===== src/rtl/alu_pkg.sv =====
// Shared definitions for the bit-serial ALU sequencer: opcodes, FSM states
// and a constant-evaluable ceil(log2) helper for counter sizing.
package alu_pkg;

  localparam logic [3:0] OP_AND = 4'b0000;
  localparam logic [3:0] OP_OR  = 4'b0001;
  localparam logic [3:0] OP_ADD = 4'b0010;
  localparam logic [3:0] OP_SUB = 4'b0110;
  localparam logic [3:0] OP_NOR = 4'b1100;

  typedef enum logic [1:0] {
    IDLE = 2'd0,
    RUN  = 2'd1,
    DONE = 2'd2
  } state_t;

  // Number of bits needed to hold values 0 .. value-1.
  function automatic int clog2(input int value);
    int r;
    int v;
    r = 0;
    v = value - 1;
    while (v > 0) begin
      r = r + 1;
      v = v >> 1;
    end
    return r;
  endfunction

endpackage


===== src/rtl/serial_alu_cell.sv =====
// One-bit ALU cell. Purely combinational; SUB is formed as a + ~b + 1, with the
// inversion of b done here and the +1 supplied through the initial carry.
module serial_alu_cell
  import alu_pkg::*;
(
  input  logic       a,
  input  logic       b,
  input  logic       cin,
  input  logic [3:0] op,
  output logic       r,
  output logic       c
);

  logic b_eff;

  // Bit result and carry for the selected operation; undefined ops give 0/0.
  always_comb begin
    b_eff = (op == OP_SUB) ? ~b : b;
    r     = 1'b0;
    c     = 1'b0;
    case (op)
      OP_AND: r = a & b;
      OP_OR:  r = a | b;
      OP_NOR: r = ~(a | b);
      OP_ADD, OP_SUB: begin
        r = a ^ b_eff ^ cin;
        c = (a & b_eff) | (a & cin) | (b_eff & cin);
      end
      default: begin
        r = 1'b0;
        c = 1'b0;
      end
    endcase
  end

endmodule


===== src/rtl/serial_alu_seq.sv =====
// Bit-serial ALU sequencer: accepts an operand pair, runs it LSB-first through
// one serial_alu_cell (one bit per clock, registered carry between bits) and
// returns the reassembled word over a valid/ready handshake.
// Optional build macro SERIAL_ALU_OVF_EN adds a signed-overflow output `ovf`.
module serial_alu_seq
  import alu_pkg::*;
#(
  parameter int WIDTH = 32
) (
  input  logic             clk,
  input  logic             rst_n,
  input  logic             in_valid,
  output logic             in_ready,
  input  logic [WIDTH-1:0] a,
  input  logic [WIDTH-1:0] b,
  input  logic [3:0]       op,
  output logic             out_valid,
  input  logic             out_ready,
  output logic [WIDTH-1:0] result,
  output logic             cout,
  output logic             zero
`ifdef SERIAL_ALU_OVF_EN
  ,
  output logic             ovf
`endif
);

  // Counter runs 0..WIDTH: WIDTH bit cycles plus one wrap-up cycle.
  localparam int CNT_W = clog2(WIDTH + 1);
  localparam logic [CNT_W-1:0] CNT_END  = CNT_W'(WIDTH);
  localparam logic [CNT_W-1:0] CNT_MSB  = CNT_W'(WIDTH - 1);

  state_t           state;
  logic [WIDTH-1:0] a_sr;
  logic [WIDTH-1:0] b_sr;
  logic [WIDTH-1:0] res_sr;
  logic [3:0]       op_q;
  logic             carry;
  logic [CNT_W-1:0] cnt;
  logic             cell_r;
  logic             cell_c;
`ifdef SERIAL_ALU_OVF_EN
  logic             ovf_bit;
`endif

  serial_alu_cell u_cell (
    .a   (a_sr[0]),
    .b   (b_sr[0]),
    .cin (carry),
    .op  (op_q),
    .r   (cell_r),
    .c   (cell_c)
  );

  // Sequencer FSM with shift registers and registered handshake/result outputs.
  always_ff @(posedge clk or negedge rst_n) begin
    if (!rst_n) begin
      state     <= IDLE;
      in_ready  <= 1'b0;
      out_valid <= 1'b0;
      result    <= '0;
      cout      <= 1'b0;
      zero      <= 1'b0;
      a_sr      <= '0;
      b_sr      <= '0;
      res_sr    <= '0;
      op_q      <= '0;
      carry     <= 1'b0;
      cnt       <= '0;
`ifdef SERIAL_ALU_OVF_EN
      ovf_bit   <= 1'b0;
      ovf       <= 1'b0;
`endif
    end else begin
      case (state)
        IDLE: begin
          if (in_valid && in_ready) begin
            a_sr     <= a;
            b_sr     <= b;
            op_q     <= op;
            res_sr   <= '0;
            carry    <= (op == OP_SUB);
            cnt      <= '0;
            in_ready <= 1'b0;
            state    <= RUN;
`ifdef SERIAL_ALU_OVF_EN
            ovf_bit  <= 1'b0;
`endif
          end else begin
            in_ready <= 1'b1;
          end
        end
        RUN: begin
          if (cnt == CNT_END) begin
            // All bits done: publish the reassembled word.
            result    <= res_sr;
            cout      <= carry;
            zero      <= (res_sr == '0);
            out_valid <= 1'b1;
            state     <= DONE;
`ifdef SERIAL_ALU_OVF_EN
            ovf       <= ovf_bit;
`endif
          end else begin
            res_sr <= {cell_r, res_sr[WIDTH-1:1]};
            a_sr   <= a_sr >> 1;
            b_sr   <= b_sr >> 1;
            carry  <= cell_c;
            cnt    <= cnt + 1'b1;
`ifdef SERIAL_ALU_OVF_EN
            // Signed overflow: carry into the MSB differs from carry out of it.
            if (cnt == CNT_MSB && (op_q == OP_ADD || op_q == OP_SUB))
              ovf_bit <= carry ^ cell_c;
`endif
          end
        end
        DONE: begin
          if (out_ready) begin
            out_valid <= 1'b0;
            in_ready  <= 1'b1;
            state     <= IDLE;
          end
        end
        default: begin
          state     <= IDLE;
          in_ready  <= 1'b0;
          out_valid <= 1'b0;
        end
      endcase
    end
  end

endmodule


===== config.mk =====
export PLATFORM = sky130hd
export DESIGN_NAME = serial_alu_seq
export DESIGN_NICKNAME = d
export VERILOG_FILES = /design/src/rtl/alu_pkg.sv /design/src/rtl/serial_alu_cell.sv /design/src/rtl/serial_alu_seq.sv
export SDC_FILE = /design/constraint.sdc
export NUM_CORES = 1
export LEC_CHECK = 0
export BUFFER_PORTS_ARGS = -buffer_cell sky130_fd_sc_hd__buf_2
export CORE_MARGIN = 8
export CORE_UTILIZATION = 50
export DETAILED_ROUTE_END_ITERATION = 12
export GPL_TIMING_DRIVEN = 0
export PLACE_DENSITY_LB_ADDON = 0.1
export SLEW_MARGIN = 20
export SYNTH_ARGS = -nofsm -noshare
export SYNTH_HDL_FRONTEND = slang
export SYNTH_HIERARCHICAL = 1
export SYNTH_SLANG_ARGS = --single-unit

===== constraint.sdc =====
create_clock -name clk -period 1.87 [get_ports clk]
set_input_delay 0.187 -clock clk [delete_from_list [all_inputs] [get_ports clk]]
set_output_delay 0.187 -clock clk [all_outputs]
set_load 0.02 [all_outputs]

Word level (Yosys, flattened, before mapping)
Cells that the tools add are included.
{"block": "op_classes", "add_sub_neg": 1, "n_eq_ne": 12, "muxes": 28, "bitwise_logic": 13, "reduce_logical": 12}
{"cell": "$mux W32", "n": 6}
{"cell": "$pmux W32 S2", "n": 3}
{"cell": "$logic_not A32 Y1", "n": 1}
{"cell": "$mux W6", "n": 2}
{"cell": "$pmux W6 S2", "n": 1}
{"cell": "$reduce_and A3 Y1", "n": 3}
{"cell": "$eq A4 B3 Y1 const B", "n": 2}
{"cell": "$mux W1", "n": 8}
{"cell": "$ne A2 B2 Y1 const B", "n": 4}
{"cell": "$add A6 B1 Y6 const B", "n": 1}
{"cell": "$eq A6 B6 Y1 const B", "n": 1}
{"cell": "$mux W2", "n": 3}
{"cell": "$pmux W1 S3", "n": 2}
{"cell": "$pmux W2 S3", "n": 1}
{"cell": "$reduce_and A2 Y1", "n": 3}
{"cell": "$and A1 B1 Y1", "n": 4}
{"cell": "$eq A4 B1 Y1 const B", "n": 1}
{"cell": "$eq A4 B2 Y1 const B", "n": 1}
{"cell": "$eq A4 B4 Y1 const B", "n": 1}
{"cell": "$logic_not A4 Y1", "n": 1}
{"cell": "$not A1 Y1", "n": 4}
{"cell": "$pmux W1 S4", "n": 1}
{"cell": "$or A1 B1 Y1", "n": 3}
{"cell": "$eq A2 B1 Y1 const B", "n": 1}
{"cell": "7 further kinds", "n": 8}
{"block": "totals", "ff_bits": 145, "in_bits": 72, "out_inout_bits": 36, "wordCells": 78}

Depth between registers and ports, before layout
Gate-level depths: netlist of run 1.
{"block": "depth", "word_depth": 8, "ltp_mapped": 9}

Cells and area by module
The synthesis of run 1 kept the hierarchy.
{"module": "serial_alu_seq", "n_inst": 1, "cells_each": 572, "area_per_inst_um2": 6125.9, "seq_area_each_um2": 3628.5}
{"module": "serial_alu_cell", "n_inst": 1, "cells_each": 10, "area_per_inst_um2": 96.3, "seq_area_each_um2": 0.0}

Least setup slack after synthesis of run 1
OpenSTA, ideal clock, no wires.
{"block": "synth_timing", "path_kind": "register to register", "start": "register op_q[3]", "end": "register res_sr[31]", "t_arrival_ns": 1.709, "required_ns": 1.740, "slack_ns": 0.031, "path_stages_with_launch": 9, "n_path_buf": 0, "path_cell_list": "dfrtp_1 > nor3b_2 > nand2_1 > xnor2_1 > fa_1 > a32oi_1 > o41ai_2 > o211ai_1 > o21ai_0"}
{"block": "synth_between", "elab_chain_len": 7, "word_cells_on_any_way": 12}
{"element": "from (decl)", "line": "serial_alu_seq.sv:37", "text": "logic [3:0] op_q;"}
{"element": "from (signal assigned)", "line": "serial_alu_seq.sv:80", "text": "op_q <= op;"}
{"element": "$eq A4 B3 Y1", "line": "serial_alu_cell.sv:18, serial_alu_cell.sv:21"}
{"element": "$mux W1", "line": "serial_alu_cell.sv:18", "text": "b_eff = (op == OP_SUB) ? ~b : b;"}
{"element": "$xor A1 B1 Y1 (2 in series)", "line": "serial_alu_cell.sv:26", "text": "r = a ^ b_eff ^ cin;"}
{"element": "$pmux W1 S4 *", "line": "serial_alu_cell.sv:21", "text": "case (op)"}
{"element": "net cell_r", "line": "serial_alu_seq.sv:40", "text": "logic cell_r;"}
{"element": "$mux W32 *", "line": "serial_alu_seq.sv:94", "text": "if (cnt == CNT_END) begin"}
{"element": "$pmux W32 S2 *", "line": "serial_alu_seq.sv:75", "text": "case (state)"}
{"element": "to (signal assigned)", "line": "serial_alu_seq.sv:105", "text": "res_sr <= {cell_r, res_sr[WIDTH-1:1]};"}
{"element": "to (decl)", "line": "serial_alu_seq.sv:36", "text": "logic [WIDTH-1:0] res_sr;"}
The timed path passes the listed nets; every way through them passes the cells marked *. The select of a mux whose other input is x is not followed.
A chain may end at the register's enable or synchronous reset.

Worst setup path in the final report of run 1
Ends and elaborated chain as after synthesis.

==> results of run 1 <==
==> cell usage after synthesis (2+ instances only) <==
library cell,instances
ha_1,2
nand3_1,2
buf_4,6
dfrtp_1,145
nor3b_2,2
o21ai_0,7
a22o_1,33
buf_2,22
clkbuf_1,18
nand2_1,131
nor2_1,5
mux2_2,39
nand4_1,2
inv_1,4
nor4_1,10
nor3_1,63
nand2b_1,4
a31oi_1,64
==> final cells by class <==
cell class	instances	area (µm²)	area share, %
inverter	5	21.3	0.263
buffer	45	333	4.11
timing repair buffer	134	871	10.8
multi-input combinational	386	2460	30.5
clock buffer	27	513	6.34
tap	168	210	2.60
sequential	145	3630	44.8
clock inverter	5	50.0	0.619
==> logic make-up after synthesis <==
logic type | count (synthesis) | share of synthesized area [%]
adder cells (fa/ha/maj) | 3 | 0.724
multiplexers | 40 | 7.22
XOR/XNOR | 2 | 0.282
AO/OA/AOI/OAI | 114 | 13.1
flip-flops | 145 | 58.3
AND/OR/NAND/NOR | 226 | 16.4
buffers and inverters | 52 | 3.94
==> routing by layer <==
| layer | up-vias | global-route usage [%] | share of wire, % |
|---|---|---|---|
| li1 | 2404 | - | - |
| met5 | - | 0 | 0 |
| met2 | 168 | 31.2 | 48 |
| met4 | 0 | 9.24 | 2.0 |
| met3 | 28 | 5.20 | 5.6 |
| met1 | 2485 | 24.7 | 44 |
==> path summary, 6_finish.rpt <==
kind / startpoint / end / slack [ns]
setup / recovery: op_q[3]$_DFFE_PN0P_ / res_sr[31]$_DFFE_PN0P_ / -0.12
min in group asynchronous: rst_n / result[22]$_DFFE_PN0P_ / 0.34
max in group asynchronous: rst_n / b_sr[8]$_DFFE_PN0P_ / 0.80
hold / removal: b[31] / b_sr[31]$_DFFE_PN0P_ / 0.02
hold reg to reg: result[25]$_DFFE_PN0P_ / result[25]$_DFFE_PN0P_ / 0.50
setup reg to reg: op_q[3]$_DFFE_PN0P_ / res_sr[31]$_DFFE_PN0P_ / -0.12
==> critical path, delay by kind of cell (launching register included) <==
kind	cells	cell delay (ns)
XOR/XNOR	1	0.15
adder cells (fa/ha/maj)	1	0.46
AO/OA/AOI/OAI	4	0.48
flip-flops	1	0.40
AND/OR/NAND/NOR	2	0.38
==> power by group through the flow <==
stage | Sequential [mW] | Clock (mW) | Combinational [mW]
after global placement | 5.19 | 0 | 3.55
final | 5.23 | 3.21 | 4.32
after floorplan | 5.19 | 0 | 2.59
after detailed placement | 5.25 | 0 | 3.70
after CTS | 5.19 | 3.26 | 3.98
after global routing | 5.41 | 3.40 | 4.80
==> through the flow <==
stage                     utilization (%)  hold slack, ns  TNS (ns)
final                                67.1          0.0181    -0.123
after global routing                 67.1          0.0184    -0.280
after CTS                            64.3         0.00594   -0.0807
after detailed placement             58.1           0.209    -18.75
after global placement               57.8           0.434   -211.13
after floorplan                         -          -0.109         0
==> registers in the layout (all words and copies together) (netlist names) <==
| register | cells |
|---|---|
| state | 2 |
| cnt | 6 |
| in_ready | 1 |
| zero | 1 |
| cout | 1 |
| op_q | 4 |
| carry | 1 |
| b_sr | 32 |
| a_sr | 32 |
| res_sr | 32 |
| result | 32 |
| out_valid | 1 |
==> timing repair <==
item | 4_1_cts | 5_1_grt
gates cloned | 0 | 6
setup buffers | 13 | 5
hold buffers | 3 | 0
pin swaps | 4 | 6
setup endpoints to repair | 127 | 124
gates resized for setup | 24 | 61
hold endpoints to repair | 79 | 0
==> out/metrics.cfg, run 1 <==
[clocking]
clk_pin_slew_ns = 0.06
cts.htree.levels = 4
insertion_delay_ns = 0.42
cts_tree = yes
cts_buffers = 17
root_buffer = clkbuf_16
clockBufferDepth = 2
clkSinkCount = 145

[flow_run]
drv_cap = 0

[run_status]
failed_checks = setup timing
status = finished, violations left

[timing]
finalCritPeriodShare_pct = 107
setup_ws_ns = -0.123
slew-limit-headroom_pct = 59.6
fin_crit_ns = 1.99
rsz0062_at_grt = true
finalMaxSlewViolations = 0
tightestPinTransition_ns = 0.606
setup_viol = 1
fmax_mhz = 502
hold_violations = 0
clock_skew_ns = 0.00567

[power]
p_total_mw = 12.8
power_frac_clock_pct = 25.2
internal_power_mw = 8.38
power_density_mw_per_mm2 = 1580
power_switching_mw = 4.37
switching_share_pct = 34.3
seqPwrFrac_pct = 41.0
leakagePower_nw = 3.96
power_frac_comb_pct = 33.9
peakVddDrop_mv = 0.701

[finish]
diodes = 0
stdcell_area_mm2 = 0.00809
layout_common_cells = dfrtp_1 (145), nand2_1 (130), buf_2 (119), a31oi_1 (64), nor3_1 (63)
fillers = 935
final_common_cell = dfrtp_1
drive_gt1_share_pct = 34.0
layoutNonFillerInstCount = 915
syn2layout_area_growth_pct = 30.0
final_nets = 809

[setup_path]
path_cells = nor3b_2 -> nand2_2 -> xnor2_2 -> fa_1 -> a32oi_2 -> o41ai_2 -> o211ai_1 -> o21ai_1
end_kind = register
cp_max_fo = 2
r2r_cells = 8
crit_required_ns = 2.17
start_kind = register
critical_path_class = reg2reg
crit_slowest_cell = fa_1
worstPathArrival_ns = 2.29
max_stage_delay_ns = 0.46

[yosys]
yosysSeqAreaShare_pct = 58.3
yosysTopAreaCell = dfrtp_1
synth_top_area_share_pct = 58.3
ys_warn_count = 6
syn-num-nets = 657
syn_area_mm2 = 0.00622
syn_area_per_cell_um2 = 10.7
ys_async_sr_fraction_pct = 100
synth_edf_count = 0
yosysUniqueCellTypes = 41
ys_seq_elements = 145
synthTopCellsByArea = dfrtp_1 (58%), nand2_1 (7.9%), mux2_2 (7.1%)
synth-main-ff-cell = dfrtp_1
synth_cells = 582

[routing]
drt-vias-per-instance = 5.56
wl_um = 15700
num_vias = 5085
dr.pass1.iters = 4
drcViolationCount = 0
ant_nets = 0
routedWlPerCell_um = 17.1
drtIter0Drc = 371

[global_route]
grt_use_total_pct = 19.7
grt_max_degree = 79
grt_pass1_vias = 5221
antenna_found_initial = 0
grt.overflow.total = 0
grt_pass1_wl_um = 25700

[placed_design]
dp_hpwl_um = 10300
place_ws_ns = -0.310
dp.cells = 858
gp_congestion = 0.832
dpl-instance-area_mm2 = 0.00701
io_buffers = 107

[min_path]
min_path_cells = 2
hp-class = in2reg

[floorplanning]
dieHeight_um = 128
core-area_mm2 = 0.0121
start_util_pct = 51.6
core.rowCount = 40
die_w_um = 128
io_pins = 108
die_area_mm2 = 0.0163

Power figures use the tool's default switching activity.
==> inputs of run 2 (changes only) <==
--- a/config.mk
+++ b/config.mk
@@ -6,8 +6,9 @@
 export NUM_CORES = 1
 export LEC_CHECK = 0
 export BUFFER_PORTS_ARGS = -buffer_cell sky130_fd_sc_hd__buf_2
+export CORE_ASPECT_RATIO = 0.75
 export CORE_MARGIN = 8
-export CORE_UTILIZATION = 50
+export CORE_UTILIZATION = 60
 export DETAILED_ROUTE_END_ITERATION = 12
 export GPL_TIMING_DRIVEN = 0
 export PLACE_DENSITY_LB_ADDON = 0.1
==> constraint.sdc (replaced) <==
create_clock -name clk -period 2.4 [get_ports clk]
set_input_delay 0.24 -clock clk [delete_from_list [all_inputs] [get_ports clk]]
set_output_delay 0.24 -clock clk [all_outputs]
set_load 0.02 [all_outputs]
==> run 2 against run 1 <==
Compared with the run above:
- the flow now finishes without violations
- critical path depth up 1
- via count down 1.1%
- maximum frequency down 8.1%
==> out/metrics.cfg, run 2 (same netlist as run 1, synthesis figures left out) <==
[routing]
wl_met3_um = 818
top_layer_used = met4
drtIter0Drc = 328
wl_met1_um = 6940
drt-vias-per-instance = 5.86
routedWlPerCell_um = 17.4
wl_met2_um = 6970
dr.pass1.iters = 4
wl_um = 15000
drcViolationCount = 0
num_vias = 5030
ant_nets = 0

[timing]
tightestPinTransition_ns = 0.524
setup_ws_ns = 0.231
fmax_mhz = 461
setup_viol = 0
fin_setup_tns_ns = 0
slew-limit-headroom_pct = 65.1
fin_crit_ns = 2.17
fin_hold_ws_ns = 0.0770
hold_violations = 0
rsz0062_at_grt = false
finalMaxSlewViolations = 0
clock_skew_ns = 0.00762
finalCritPeriodShare_pct = 90.4

[finish]
final_common_cell = dfrtp_1
syn2layout_area_growth_pct = 21.2
post-route-util_pct = 73.9
final_nets = 785
drive_gt1_share_pct = 29.7
layout_common_cells = dfrtp_1 (145), nand2_1 (131), buf_2 (128), a31oi_1 (64), nor3_1 (63)
diodes = 0

[flow_run]
drv_cap = 0

[setup_path]
worstPathArrival_ns = 2.45
critical_path_class = reg2reg
end_kind = register
crit_required_ns = 2.68
cp_max_fo = 10
start_kind = register
crit_slowest_cell = dfrtp_1
path_cells = inv_1 -> ha_1 -> and4bb_2 -> a21oi_4 -> nor2_4 -> inv_2 -> buf_4 -> buf_2 -> a31oi_1
max_stage_delay_ns = 0.41

[global_route]
grt_pass1_vias = 5125
grt.overflow.total = 0
grt_max_degree = 101
antenna_found_initial = 0
grt_pass1_wl_um = 25400
grt_use_total_pct = 22.2

[floorplanning]
dieHeight_um = 104
core.rowCount = 32
io_pins = 108
die_area_mm2 = 0.0139
die_w_um = 134
start_util_pct = 60.9
core-area_mm2 = 0.0102

[power]
power_switching_mw = 3.39
power_density_mw_per_mm2 = 1260
leakagePower_nw = 3.67
power_frac_clock_pct = 26.2
p_total_mw = 9.49
internal_power_mw = 6.11
peakVddDrop_mv = 0.603
seqPwrFrac_pct = 43.0
power_frac_comb_pct = 30.8
switching_share_pct = 35.7

[clocking]
insertion_delay_ns = 0.41
cts_buffers = 17
cts.htree.levels = 4
cts_tree = yes
root_buffer = clkbuf_16
clkSinkCount = 145
clk_pin_slew_ns = 0.06
cts_setup_buffers = 0
clockBufferDepth = 2

[min_path]
hp-class = in2reg

[placed_design]
io_buffers = 107
gp_congestion = 0.814
place_ws_ns = 0.273
dp_hpwl_um = 10500

[run_status]
status = finished, final reports clean

run 2: changes by cell type in the layout (fill, tap and decap cells not counted), moves of 8 or more:
| cell | previous run | this run |
|---|---|---|
| buf_2 | 119 | 128 |
| buf_4 | 18 | 6 |
| clkbuf_1 | 10 | 18 |
| clkbuf_2 | 9 | 0 |
| mux2_2 | 24 | 39 |
| mux2_4 | 15 | 0 |
run 2: worst max-delay path, delay by kind of cell, from the launching register on:
| kind | cells | cell delay, ns |
|---|---|---|
| adder cells (fa/ha/maj) | 1 | 0.20 |
| AND/OR/NAND/NOR | 2 | 0.39 |
| flip-flops | 1 | 0.41 |
| buffers and inverters | 4 | 0.57 |
| AO/OA/AOI/OAI | 2 | 0.47 |
run 2: through the flow:
| stage | cell area (µm²) | std cells |
|---|---|---|
| final | 7540 | 859 |
| after floorplan | 6220 | 582 |
| after CTS | 7540 | 859 |
| after detailed placement | 6970 | 826 |
| after global placement | 6930 | 825 |
| after global routing | 7540 | 859 |
run 2: layout make-up:
type                            instances  area [µm²]
Clock inverter                         13         114
Tap cell                              136         170
Inverter                                5        18.8
Fill cell                             739        2670
Clock buffer                           19         453
Buffer                                 47         226
Timing Repair Buffer                  109         583
Sequential cell                       145        3630
Multi-Input combinational cell        385        2350
run 2: timing repair:
action,4_1_cts,5_1_grt
endpoints found under the hold margin,45,0
hold buffers,1,0
gates resized for setup,0,0
endpoints found under the setup margin,0,0
run 2: per-layer routing:
metal | GRT usage, % | vias to the layer above
met5 | 0 | -
met4 | 7.67 | 0
met3 | 5.31 | 22
met2 | 33.5 | 166
met1 | 30.6 | 2492
li1 | - | 2350
run 2: path summary, 6_finish.rpt:
| path | slack, ns | to | start | cells after the start |
|---|---|---|---|---|
| min in group asynchronous | 0.31 | a_sr[9]$_DFFE_PN0P_ | rst_n | 2 |
| max | 0.23 | b_sr[26]$_DFFE_PN0P_ | cnt[0]$_DFFE_PN0P_ | 9 |
| max in group asynchronous | 1.27 | res_sr[0]$_DFFE_PN0P_ | rst_n | 3 |
| min reg2reg | 0.50 | result[9]$_DFFE_PN0P_ | result[9]$_DFFE_PN0P_ | 1 |
| min | 0.08 | a_sr[31]$_DFFE_PN0P_ | a[31] | 2 |
| max reg2reg | 0.23 | b_sr[26]$_DFFE_PN0P_ | cnt[0]$_DFFE_PN0P_ | 9 |
run 2: power by group through the flow:
stage	clock network [mW]	registers, mW	logic, mW
after floorplan	0	4.04	2.02
after global placement	0	4.04	2.76
after detailed placement	0	4.10	2.90
after CTS	2.51	4.07	2.93
after global routing	2.61	4.21	3.26
final	2.49	4.09	2.92
==> inputs of run 3 (changes only) <==
--- a/config.mk
+++ b/config.mk
@@ -8,7 +8,7 @@
 export BUFFER_PORTS_ARGS = -buffer_cell sky130_fd_sc_hd__buf_2
 export CORE_ASPECT_RATIO = 0.75
 export CORE_MARGIN = 8
-export CORE_UTILIZATION = 60
+export CORE_UTILIZATION = 55
 export DETAILED_ROUTE_END_ITERATION = 12
 export GPL_TIMING_DRIVEN = 0
 export PLACE_DENSITY_LB_ADDON = 0.1
==> run 3 against run 2 <==
Compared with the run above:
- critical path depth stayed put
- clock power is 10% higher
- maximum frequency shrank 1.7%
- clock skew up 0.0026 ns
- cell count rose by 0.23%
==> out/metrics.cfg, run 3 (same netlist as run 1, synthesis figures left out) <==
[routing]
wl_met3_um = 872
wl_met1_um = 7420
top_layer_used = met4
dr.pass1.iters = 6
drcViolationCount = 0
wl_met2_um = 7000
wl_um = 15500
drtIter0Drc = 371
num_vias = 5012
drt-vias-per-instance = 5.82
ant_nets = 0
routedWlPerCell_um = 18.0

[floorplanning]
start_util_pct = 56.7
core.rowCount = 33
core-area_mm2 = 0.0110
die_area_mm2 = 0.0150
dieHeight_um = 108
io_pins = 108
die_w_um = 139

[min_path]
hp-class = in2reg

[clocking]
hold_buffers = 1
cts_buffers = 17
clkSinkCount = 145
insertion_delay_ns = 0.42
clockBufferDepth = 2
cts_tree = yes
clk_pin_slew_ns = 0.06
cts.htree.levels = 4
cts_resized = 0
cts_setup_buffers = 0
root_buffer = clkbuf_16

[setup_path]
start_kind = register
end_kind = register
critical_path_class = reg2reg
cp_max_fo = 10
path_cells = inv_1 -> ha_1 -> and4bb_2 -> a21oi_4 -> nor2_4 -> inv_2 -> buf_4 -> buf_2 -> a31oi_1
path_buf_inv = 4
max_stage_delay_ns = 0.41
crit_family = buffers and inverters
worstPathArrival_ns = 2.49
crit_slowest_cell = dfrtp_1
crit_required_ns = 2.68

[timing]
tightestPinTransition_ns = 0.535
fmax_mhz = 453
fin_hold_ws_ns = 0.0786
setup_ws_ns = 0.193
clock_skew_ns = 0.0102
slew-limit-headroom_pct = 64.4
setup_viol = 0
finalMaxSlewViolations = 0
rsz0062_at_grt = false
fin_crit_ns = 2.21
hold_violations = 0
finalCritPeriodShare_pct = 92.0

[finish]
ff_latch_area_mm2 = 0.00363
stdcell_area_mm2 = 0.00759
final_nets = 785
drive_gt1_share_pct = 29.5
fillers = 836
final_common_cell = dfrtp_1
layout_common_cells = dfrtp_1 (145), nand2_1 (131), buf_2 (128), a31oi_1 (64), nor3_1 (63)
syn2layout_area_growth_pct = 22.0
diodes = 0
multi_input_area_mm2 = 0.00235

[placed_design]
gp_congestion = 0.844
place_ws_ns = 0.216
dpl-instance-area_mm2 = 0.00697
io_buffers = 107
dp_hpwl_um = 10400

[global_route]
grt_use_total_pct = 21.3
grt_pass1_wl_um = 25800
grt.overflow.total = 0
grt_max_degree = 83
grt_pass1_vias = 5057
antenna_found_initial = 0

[power]
leakagePower_nw = 3.69
power_switching_mw = 3.43
internal_power_mw = 6.36
power_frac_clock_pct = 28.1
seqPwrFrac_pct = 41.8
power_density_mw_per_mm2 = 1290
switching_share_pct = 35.0
peakVddDrop_mv = 0.636
power_frac_comb_pct = 30.1

[flow_run]
drv_cap = 0

[run_status]
status = finished, final reports clean

==> run 3: power groups by stage <==
stage / Combinational [mW] / Sequential, mW / Clock, mW
2_1_floorplan: 2.02 / 4.04 / 0
3_3_place_gp: 2.78 / 4.04 / 0
3_5_place_dp: 2.90 / 4.09 / 0
4_1_cts: 2.96 / 4.08 / 2.79
5_1_grt: 3.31 / 4.22 / 2.88
6_report: 2.95 / 4.09 / 2.75
==> run 3: worst reg2reg max path: stages (launching register included) <==
cell and delay (ns):
dfrtp_1 0.41, inv_1 0.06, ha_1 0.19, and4bb_2 0.26
a21oi_4 0.36, nor2_4 0.11, inv_2 0.12, buf_4 0.19
buf_2 0.23, a31oi_1 0.13
==> run 3: stage by stage <==
| stage | power, mW | cells | utilization, % | TNS (ns) |
|---|---|---|---|---|
| global placement | 6.82 | 829 | 63.1 | -128.87 |
| finish | 9.79 | 861 | 69.1 | 0 |
| floorplan | 6.06 | 582 | - | 0 |
| global route | 10.4 | 861 | 69.1 | 0 |
| CTS | 9.83 | 861 | 69.1 | 0 |
| detailed placement | 7.00 | 830 | 63.5 | 0 |
==> run 3: metal layers <==
metal	vias up	global-route usage, %
met2	161	32.6
met3	20	5.02
met5	-	0
met4	0	7.26
met1	2487	29.7
li1	2344	-
==> run 3: worst paths after layout <==
| kind | start | end | slack, ns | cells past startpoint |
|---|---|---|---|---|
| max | cnt[0]$_DFFE_PN0P_ | b_sr[22]$_DFFE_PN0P_ | 0.19 | 9 |
| min | b[31] | b_sr[31]$_DFFE_PN0P_ | 0.08 | 2 |
| max in group asynchronous | rst_n | result[19]$_DFFE_PN0P_ | 1.30 | 3 |
| min reg2reg | result[19]$_DFFE_PN0P_ | result[19]$_DFFE_PN0P_ | 0.50 | 1 |
| min in group asynchronous | rst_n | b_sr[19]$_DFFE_PN0P_ | 0.34 | 2 |
| max reg2reg | cnt[0]$_DFFE_PN0P_ | b_sr[22]$_DFFE_PN0P_ | 0.19 | 9 |
==> run 3: cell type report <==
class / instances / share of cell area, %
flip-flops and latches: 145 / 47.8
multi-input cells: 385 / 30.9
repair buffers: 109 / 7.68
clock buffers: 17 / 5.60
plain buffers: 47 / 2.98
clock inverters: 13 / 2.46
well taps: 140 / 2.31
inverters: 5 / 0.247
